## config.mk

```make
export PLATFORM = sky130hd
export DESIGN_NAME = if_fetch_unit
export DESIGN_NICKNAME = d
export VERILOG_FILES = /design/src/rtl/if_pkg.sv /design/src/rtl/if_perf_cnt.sv /design/src/rtl/if_fetch_unit.sv
export SDC_FILE = /design/constraint.sdc
export NUM_CORES = 1
export LEC_CHECK = 0
export ABC_AREA = 1
export ABC_CLOCK_PERIOD_IN_PS = 1600
export CELL_PAD_IN_SITES_DETAIL_PLACEMENT = 2
export CELL_PAD_IN_SITES_GLOBAL_PLACEMENT = 2
export CORE_MARGIN = 2
export CORE_UTILIZATION = 20
export CTS_BUF_LIST = sky130_fd_sc_hd__clkbuf_16
export DETAILED_ROUTE_END_ITERATION = 6
export PLACE_DENSITY_LB_ADDON = 0.1
export REMOVE_ABC_BUFFERS = 1
export SLEW_MARGIN = 20
export SYNTH_ARGS = -nofsm -noshare
export SYNTH_HDL_FRONTEND = slang
export SYNTH_SLANG_ARGS = --single-unit
```

## constraint.sdc

```tcl
create_clock -name clk -period 1.6 [get_ports clk]
set_clock_uncertainty 0.1 [all_clocks]
set_input_delay 0.16 -clock clk [delete_from_list [all_inputs] [get_ports clk]]
set_output_delay 0.16 -clock clk [all_outputs]
set_load 0.02 [all_outputs]
```

## src/rtl/if_pkg.sv

```systemverilog
// Shared types and constants for the instruction-fetch front end.
package if_pkg;

  localparam logic [31:0] NOP_INSTR = 32'h0000_0013;
  localparam logic [31:0] PC_STEP   = 32'd4;

  typedef enum logic [1:0] {
    BOOT = 2'd0,
    RUN  = 2'd1,
    HALT = 2'd2
  } if_state_e;

  // A PC is unfetchable when misaligned or past the last memory word.
  function automatic logic pc_fault(input logic [31:0] pc, input int unsigned words);
    return (pc[1:0] != 2'b00) || ({2'b00, pc[31:2]} >= words);
  endfunction

endpackage

```

## src/rtl/if_perf_cnt.sv

```systemverilog
// Fetch and bubble event counters for the fetch front end (wrap mod 2^32).
module if_perf_cnt (
  input  logic        clk,
  input  logic        rst,
  input  logic        fetch_inc,
  input  logic        bubble_inc,
  output logic [31:0] fetch_cnt,
  output logic [31:0] bubble_cnt
);

  always_ff @(posedge clk) begin
    if (rst) begin
      fetch_cnt  <= '0;
      bubble_cnt <= '0;
    end else begin
      if (fetch_inc)  fetch_cnt  <= fetch_cnt + 32'd1;
      if (bubble_inc) bubble_cnt <= bubble_cnt + 32'd1;
    end
  end

endmodule

```

## src/rtl/if_fetch_unit.sv

```systemverilog
// Instruction-fetch front end: PC ownership, 1-cycle imem request/response, redirect squash.
// Optional performance counters are enabled by defining IF_PERF_CNT_EN.
module if_fetch_unit
  import if_pkg::*;
#(
  parameter logic [31:0] RESET_PC   = 32'h0000_0000,
  parameter int unsigned IMEM_WORDS = 513
) (
  input  logic        clk,
  input  logic        rst,
  input  logic        stall,
  input  logic        redirect_valid,
  input  logic [31:0] redirect_pc,
  output logic [31:0] imem_addr,
  output logic        imem_en,
  output logic        imem_nop,
  input  logic [31:0] imem_instr,
  input  logic        imem_nop_ret,
  output logic [31:0] if_instr,
  output logic [31:0] if_pc,
  output logic        if_valid,
  output logic        if_fault,
  output logic [31:0] if_fault_pc
`ifdef IF_PERF_CNT_EN
  ,
  output logic [31:0] perf_fetch_cnt,
  output logic [31:0] perf_bubble_cnt
`endif
);

  if_state_e   state_q, state_d;
  logic [31:0] pc_q, pc_d;
  logic [31:0] pc_issued_q, pc_issued_d;
  logic        issued_q, issued_d;
  logic [31:0] fault_pc_q, fault_pc_d;

  logic [31:0] fetch_addr;
  logic        fetch_en;
  logic        fetch_nop;
  logic        halted;
  logic        resp_valid;

  // NOTE: sequential state uses non-blocking assignments so every register
  // samples the pre-edge values, independent of statement order.
  always_ff @(posedge clk) begin
    if (rst) begin
      state_q     <= BOOT;
      pc_q        <= RESET_PC;
      pc_issued_q <= RESET_PC;
      issued_q    <= 1'b0;
      fault_pc_q  <= '0;
    end else begin
      state_q     <= state_d;
      pc_q        <= pc_d;
      pc_issued_q <= pc_issued_d;
      issued_q    <= issued_d;
      fault_pc_q  <= fault_pc_d;
    end
  end

  // NOTE: every combinational output gets a default first, so no path can
  // leave a signal unassigned and infer a latch.
  always_comb begin
    state_d     = state_q;
    pc_d        = pc_q;
    pc_issued_d = pc_issued_q;
    issued_d    = issued_q;
    fault_pc_d  = fault_pc_q;
    fetch_addr  = pc_q;
    fetch_en    = 1'b0;
    fetch_nop   = 1'b0;
    halted      = 1'b0;

    unique case (state_q)
      BOOT: begin
        // Stall and redirect are ignored here: the first fetch always goes out.
        fetch_addr = RESET_PC;
        if (pc_fault(RESET_PC, IMEM_WORDS)) begin
          fault_pc_d = RESET_PC;
          issued_d   = 1'b0;
          state_d    = HALT;
        end else begin
          fetch_en    = 1'b1;
          pc_d        = RESET_PC + PC_STEP;
          pc_issued_d = RESET_PC;
          issued_d    = 1'b1;
          state_d     = RUN;
        end
      end

      RUN: begin
        if (redirect_valid) begin
          issued_d = 1'b0;
          if (pc_fault(redirect_pc, IMEM_WORDS)) begin
            fault_pc_d = redirect_pc;
            state_d    = HALT;
          end else begin
            // The strobe with nop set makes memory return a NOP for the wrong path.
            fetch_en  = 1'b1;
            fetch_nop = 1'b1;
            pc_d      = redirect_pc;
          end
        end else if (!stall) begin
          if (pc_fault(pc_q, IMEM_WORDS)) begin
            fault_pc_d = pc_q;
            issued_d   = 1'b0;
            state_d    = HALT;
          end else begin
            fetch_en    = 1'b1;
            pc_d        = pc_q + PC_STEP;
            pc_issued_d = pc_q;
            issued_d    = 1'b1;
          end
        end
      end

      HALT: begin
        halted = 1'b1;
        if (redirect_valid && !pc_fault(redirect_pc, IMEM_WORDS)) begin
          halted   = 1'b0;
          pc_d     = redirect_pc;
          issued_d = 1'b0;
          state_d  = RUN;
        end
      end

      default: state_d = BOOT;
    endcase
  end

  // Outputs are forced to their reset values for as long as rst is held.
  assign resp_valid  = issued_q & ~imem_nop_ret;
  assign imem_en     = ~rst & fetch_en;
  assign imem_nop    = ~rst & fetch_nop;
  assign imem_addr   = rst ? RESET_PC : fetch_addr;
  assign if_instr    = imem_instr;
  assign if_pc       = rst ? RESET_PC : pc_issued_q;
  assign if_valid    = ~rst & resp_valid & ~redirect_valid & (state_q != HALT);
  assign if_fault    = ~rst & halted;
  assign if_fault_pc = rst ? '0 : fault_pc_q;

`ifdef IF_PERF_CNT_EN
  // The BOOT cycle counts as the initial bubble: nothing is presented yet.
  if_perf_cnt u_perf_cnt (
    .clk        (clk),
    .rst        (rst),
    .fetch_inc  (if_valid & ~stall),
    .bubble_inc (~rst & ~if_valid),
    .fetch_cnt  (perf_fetch_cnt),
    .bubble_cnt (perf_bubble_cnt)
  );
`endif

endmodule

```

==> run metrics, run 1 <==
Worst path slowest cell dfxtp_1; most frequent cells after synthesis nor2_1 (144), nand2_1 (139), inv_1 (111); final WL 26400 µm; Port Buf Inserts 136; Seq cells post-synth 99; TritonCTS clock tree built; first-pass GRT wire length 39500 µm; sequential power share 22.6%; EDFF count, synth 0; Final ANT Viol Nets 0; largest net degree at the start of global routing 66; top_reg_cell synth dfxtp_1; die height 167 µm; fill count 2979; DR pass1 iterations 6; H-tree lvl count 3; Die Area 27700 µm²; PwrDens 1290 nW/µm²; status finished, violations left; Avg Cell Area, Syn 6.38 µm²; CP top delay family simple AND/OR/NAND/NOR gates; synth warn 0; failing checks setup timing; layout cell share with drive strength beyond 1 37.6%; Netlist cell types 29; max-cap violation count 0; Reg clk slew, reported paths 80 ps; crit-path max cell delay 320 ps; post-synth top area share 37.5%; CTS root buffer clkbuf_16; P_leak 4.53 nW; initial antenna violation count 0; CP Capture Type output port; Switching Fraction 40.1%; Cells after Synth 829; Tightest Pin Transition 769 ps; Tmin final 2130 ps; Final #Nets 1134; Seq/Total Area, Yosys 37.5%; hold crit path type in -> reg; Rel. slew slack 48.7%; Slew Limit Fails 0; internal power 7.44 mW; Die Width 167 µm; placed cell count 1343; cells along the critical path nor2_1 -> nand2_1 -> nor3_2 -> buf_4 -> nand4_1 -> nand2_2 -> a31oi_4 -> nor2_2 -> buf_6; Std-Cell Rows 59; sw power 4.98 mW; # setup viols final 134; setup TNS -46820 ps; post-synthesis async set-or-reset flop share 0%; Top-Level Pins 201; GRT overflow 0; top cells by area, synth dfxtp_1 (37%), nor2_1 (10%), nand2_1 (9.9%); Vias 6262; power consumption 12.4 mW; Yosys top cell by area dfxtp_1; vias in the first global route 6749; WL/cell 18.9 µm; core area 26000 µm²; Post-route DRC 0; Non-Filler Instances 1398; clk_lat worst skew 360 ps; combinational share of power 57.7%; period utilization 133%; CP Max Fanout 2; Syn-to-layout area delta 81.8%; critical path class reg -> out; ant diodes 0; crit path DAT 1870 ps; Via-to-Cell Ratio 4.48; Peak VDD IR 0.000572 V; RSZ-0062 raised after global routing true; fmax 0.468 GHz; final setup margin -535 ps; CTS sink cnt 99; final hold viol count 0; CP bufs+invs 2; Worst Path Required 1340 ps; clock power share 19.7%; HPWL Detailed 17400 µm; Initial Util 20.3%; CTS Buffer Depth 2; Inserted Clock Buffers 9; Routability Congestion 0.767; total track usage 18.2%; most common cell in the synthesized netlist nor2_1; Worst setup SP type flip-flop; drt first-iter violations 200; Mapped Area 5290 µm²
-- what timing repair did --
item                       in CTS  in global routing
setup buffers                  20                 19
hold buffers                    0                  0
resized for setup             427                195
pin swaps                      24                 67
setup endpoints to repair     199                157
cloned                          7                  6
-- layout make-up --
type	count	area [µm²]	share of cell area, %
Multi-Input combinational cell	530	3330	34.6
Sequential cell	99	1990	20.7
Timing Repair Buffer	304	3110	32.4
Clock buffer	9	225	2.34
Tap cell	335	419	4.36
Clock inverter	7	96.3	1.00
Inverter	114	438	4.56
-- flip-flops by register name, indices dropped and copies added (netlist names) --
name         flops
fault_pc_q      32
state_q          2
pc_issued_q     32
issued_q         1
pc_q            32
-- final timing paths --
check	start	endpoint	slack, ps	cells after the start
setup reg to reg	pc_q[3]$_SDFFE_PP0P_	pc_q[20]$_SDFFE_PP0P_	-460	13
hold reg to reg	pc_issued_q[21]$_SDFFE_PP0P_	pc_issued_q[21]$_SDFFE_PP0P_	340	2
hold / removal	redirect_pc[26]	fault_pc_q[26]$_SDFFE_PP0P_	130	5
setup / recovery	pc_q[12]$_SDFFE_PP0P_	imem_en	-530	9
-- cells in the final DEF, fill, tap and decap left out, drive strengths merged, types with 2 or more instances in the layout --
master	Yosys	final
clkbuf	40	19
buf	46	200
clkdlybuf4s50	0	11
ha	7	7
inv	114	117
clkdlybuf4s15	0	6
dlygate4sd2	0	55
nor2	147	147
nor3	79	79
o21ai	29	29
a21oi	58	58
o211ai	2	2
nand2	140	140
dlymetal6s2s	0	22
dfxtp	99	99
clkinv	0	2
o21a	2	2
nand3	47	47
nand4	12	12
-- power by group through the flow --
stage          combinational, mW  sequential [mW]  clock (mW)
2_1_floorplan               1.64             2.83           0
3_3_place_gp                3.93             2.83           0
3_5_place_dp                3.95             2.84           0
4_1_cts                     5.82             2.81        2.55
5_1_grt                     7.64             2.84        2.64
6_report                    7.17             2.81        2.44
-- per-stage QoR --
| step | util [%] | hold WS [ps] | worst slack (ps) | instance area (µm²) |
|---|---|---|---|---|
| CTS | 33.6 | 208 | -593 | 8720 |
| detailed placement | 29.6 | 221 | -1080 | 7690 |
| floorplan | - | 129 | -1120 | 4820 |
| global route | 37.0 | 144 | -671 | 9610 |
| global placement | 29.6 | 221 | -1050 | 7690 |
| finish | 37.0 | 133 | -535 | 9610 |
-- metal layers --
layer  track usage (%)  routed length (µm)
met4              3.26                 324
met5              1.04                   0
met1              23.6               11900
met2              31.4               13100
met3              3.75                1140
-- worst reg2reg max path, stage by stage, from the launching register on --
cell and delay, ps:
dfxtp_2 350, inv_4 60, ha_4 150, inv_2 50, nand3_2 70, o21ai_2 190, buf_4 160, inv_4 30
nor2_4 140, nor2_4 110, nor2_4 180, buf_8 170, buf_12 140, nor3_1 50
-- cells by family after synthesis --
family / share of synthesized area [%]
adders and majority gates: 1.66
and+or+nand+nor: 34.1
buffers and inverters: 17.0
DFF: 37.5
AOI/OAI and AO/OA: 9.75
No activity file was read; power rests on OpenSTA's default activity.
==> inputs of run 2 (changes only) <==
--- a/config.mk
+++ b/config.mk
@@ -13,7 +13,7 @@
 export CORE_UTILIZATION = 20
 export CTS_BUF_LIST = sky130_fd_sc_hd__clkbuf_16
 export DETAILED_ROUTE_END_ITERATION = 6
-export PLACE_DENSITY_LB_ADDON = 0.1
+export PLACE_DENSITY_LB_ADDON = 0.3
 export REMOVE_ABC_BUFFERS = 1
 export SLEW_MARGIN = 20
 export SYNTH_ARGS = -nofsm -noshare
==> run 2 against run 1 <==
The run still ends with setup timing left. Clock power decreased by 3%. Non-clock buffer count increased by 31. Total power increased by 5.6%. Via count increased by 5.3%. Sequential power about the same. Critical path depth increased by 2. Highest routed layer unchanged. First-iteration DRC count increased by 26%. Final cell count increased by 2.3%. Utilization increased by 1.4 points. Die area unchanged. Fmax decreased by 2.6%.
==> run metrics, run 2 (same netlist as run 1, synthesis figures left out) <==
CP Max Fanout 11 (+9); final instance area 9970 µm² (+3.7%); final setup margin -592 ps (-57.4 ps); Final ANT Viol Nets 0 (unchanged); Via-to-Cell Ratio 4.61 (+2.9%); failing checks setup timing; Std-Cell Rows 59 (unchanged); Port Buf Inserts 136 (unchanged); fmax 0.456 GHz (-2.6%); WL met2 14800 µm (+13%); Final #Nets 1166 (+2.8%); GRT overflow 0 (unchanged); Post-route DRC 0 (unchanged); highest routed layer met4; Reg clk slew, reported paths 80 ps (about the same); combinational share of power 60.5% (+2.8 points); sw power 5.27 mW (+5.8%); CP top delay family buffers and inverters; # setup viols final 135 (+0.75%); sequential power share 21.5% (-1.1 points); Inserted Clock Buffers 9 (unchanged); RSZ-0062 raised after global routing true; most common cell after layout, fill and taps aside buf_4; hold crit path type in -> reg; period utilization 137% (+3.6 points); drt first-iter violations 251 (+26%); Die Width 167 µm (unchanged); Initial Util 20.3% (unchanged); Vias 6592 (+5.3%); final WL 28900 µm (+9.7%); CTS root buffer clkbuf_16; Routability Congestion 0.781 (+1.8%); status finished, violations left; Top Registers fault_pc_q x32, pc_issued_q x32, pc_q x32; crit path DAT 2350 ps (+480 ps); Die Area 27700 µm² (unchanged); core area 26000 µm² (unchanged); CP Capture Type flip-flop; worst slack, placed -1040 ps (+41.2 ps); clk_lat worst skew 370 ps (about the same); internal power 7.84 mW (+5.4%); Worst path slowest cell dfxtp_2; CTS Buffer Depth 2 (unchanged); Slew Limit Fails 0 (unchanged); Top-Level Pins 201 (unchanged); power consumption 13.1 mW (+5.6%); cts-stage hold buffer count 0 (unchanged); total track usage 18.9% (+0.67 points); first-pass GRT wire length 41100 µm (+4.1%); Tmin final 2190 ps (+57.4 ps); Worst setup SP type flip-flop; vias in the first global route 7030 (+4.2%); WL/cell 20.2 µm (+7.2%); largest net degree at the start of global routing 66 (unchanged); worst hold slack 133 ps (-0.0740 ps); internal reg-to-reg setup slack -590 ps (-130 ps); max-cap violation count 0 (unchanged); initial antenna violation count 0 (unchanged); Syn-to-layout area delta 88.6%; clock power share 18.0% (-1.7 points); Tightest Pin Transition 748 ps (-21.2 ps); final hold viol count 0 (unchanged); DR pass1 iterations 4 (-2); Peak VDD IR 0.000658 V (+15%); P_leak 4.55 nW (+0.40%); Worst Path Required 1760 ps (+420 ps); HPWL Detailed 17600 µm (+0.92%); crit-path max cell delay 340 ps (+20 ps); CTS sink cnt 99 (unchanged); layout cell share with drive strength beyond 1 41.8% (+4.2 points); Switching Fraction 40.2% (+0.095 points); PwrDens 1320 nW/µm² (+1.8%); CP bufs+invs 5 (+3); critical path class reg -> reg; H-tree lvl count 3 (unchanged); placed cell areas 7690 µm² (about the same); cells along the critical path nor2_2 -> nand2_2 -> nor3_2 -> buf_4 -> nand4_1 -> buf_4 -> buf_6 -> o21ai_4 -> buf_6 -> clkbuf_16 -> nor3_1; die height 167 µm (unchanged); Rel. slew slack 50.1% (+1.4 points); TritonCTS clock tree built; ant diodes 0 (unchanged); met3 WL post-DR 1370 µm (+20%); WL met1 12500 µm (+5.0%); Layout Utilization 38.4% (+1.4 points); most frequent cells in the layout buf_4 (136), nor2_1 (122), nand2_1 (108)
==> run 2: through the flow <==
step | setup TNS, ps | cells
after global routing | -66580 | 1430
final | -54450 | 1430
after CTS | -39720 | 1405
after floorplan | -77050 | 743
after global placement | -81260 | 1351
after detailed placement | -89470 | 1351
==> run 2: path summary, 6_finish.rpt <==
| kind | cells past startpoint | to | from |
|---|---|---|---|
| worst max register to register | 11 | pc_issued_q[23]$_SDFFE_PP0P_ | pc_q[13]$_SDFFE_PP0P_ |
| worst min-delay path | 5 | fault_pc_q[30]$_SDFFE_PP0P_ | redirect_pc[30] |
| worst max-delay path | 11 | pc_issued_q[23]$_SDFFE_PP0P_ | pc_q[13]$_SDFFE_PP0P_ |
| worst min register to register | 2 | pc_issued_q[15]$_SDFFE_PP0P_ | pc_issued_q[15]$_SDFFE_PP0P_ |
==> run 2: what timing repair did <==
item | 4_1_cts | 5_1_grt
hold endpoints to repair | 0 | 0
resized for setup | 522 | 223
setup buffers | 28 | 31
setup endpoints to repair | 199 | 143
cloned | 11 | 1
pin swaps | 66 | 64
==> run 2: worst register-to-register path, cell delays in order, from the launching register on <==
cell,delay (ps)
dfxtp_2,340
nor2_2,120
nand2_2,70
nor3_2,190
buf_4,150
nand4_1,210
buf_4,220
buf_6,130
o21ai_4,180
buf_6,160
clkbuf_16,160
nor3_1,50
==> run 2: per-layer routing <==
layer | vias to the layer above | track usage, %
li1 | 3116 | -
met1 | 3273 | 24.1
met2 | 178 | 32.7
met3 | 25 | 3.56
met4 | 0 | 4.72
met5 | - | 0.696
==> run 2: power groups by stage <==
stage | Sequential [mW] | Clock [mW] | Combinational (mW)
floorplan | 2.83 | 0 | 1.64
global placement | 2.82 | 0 | 3.70
detailed placement | 2.83 | 0 | 3.77
CTS | 2.81 | 2.42 | 6.28
global route | 2.84 | 2.56 | 8.39
finish | 2.82 | 2.36 | 7.94
==> run 2: area by class of cell <==
| type | instances | area, µm² |
|---|---|---|
| repair buffers | 335 | 3350 |
| multi-input cells | 530 | 3450 |
| well taps | 335 | 419 |
| clock buffers | 9 | 225 |
| fillers | 2938 | 16000 |
| repair inverters | 1 | 7.51 |
| flip-flops and latches | 99 | 2000 |
| inverters | 114 | 443 |
| clock inverters | 7 | 76.3 |
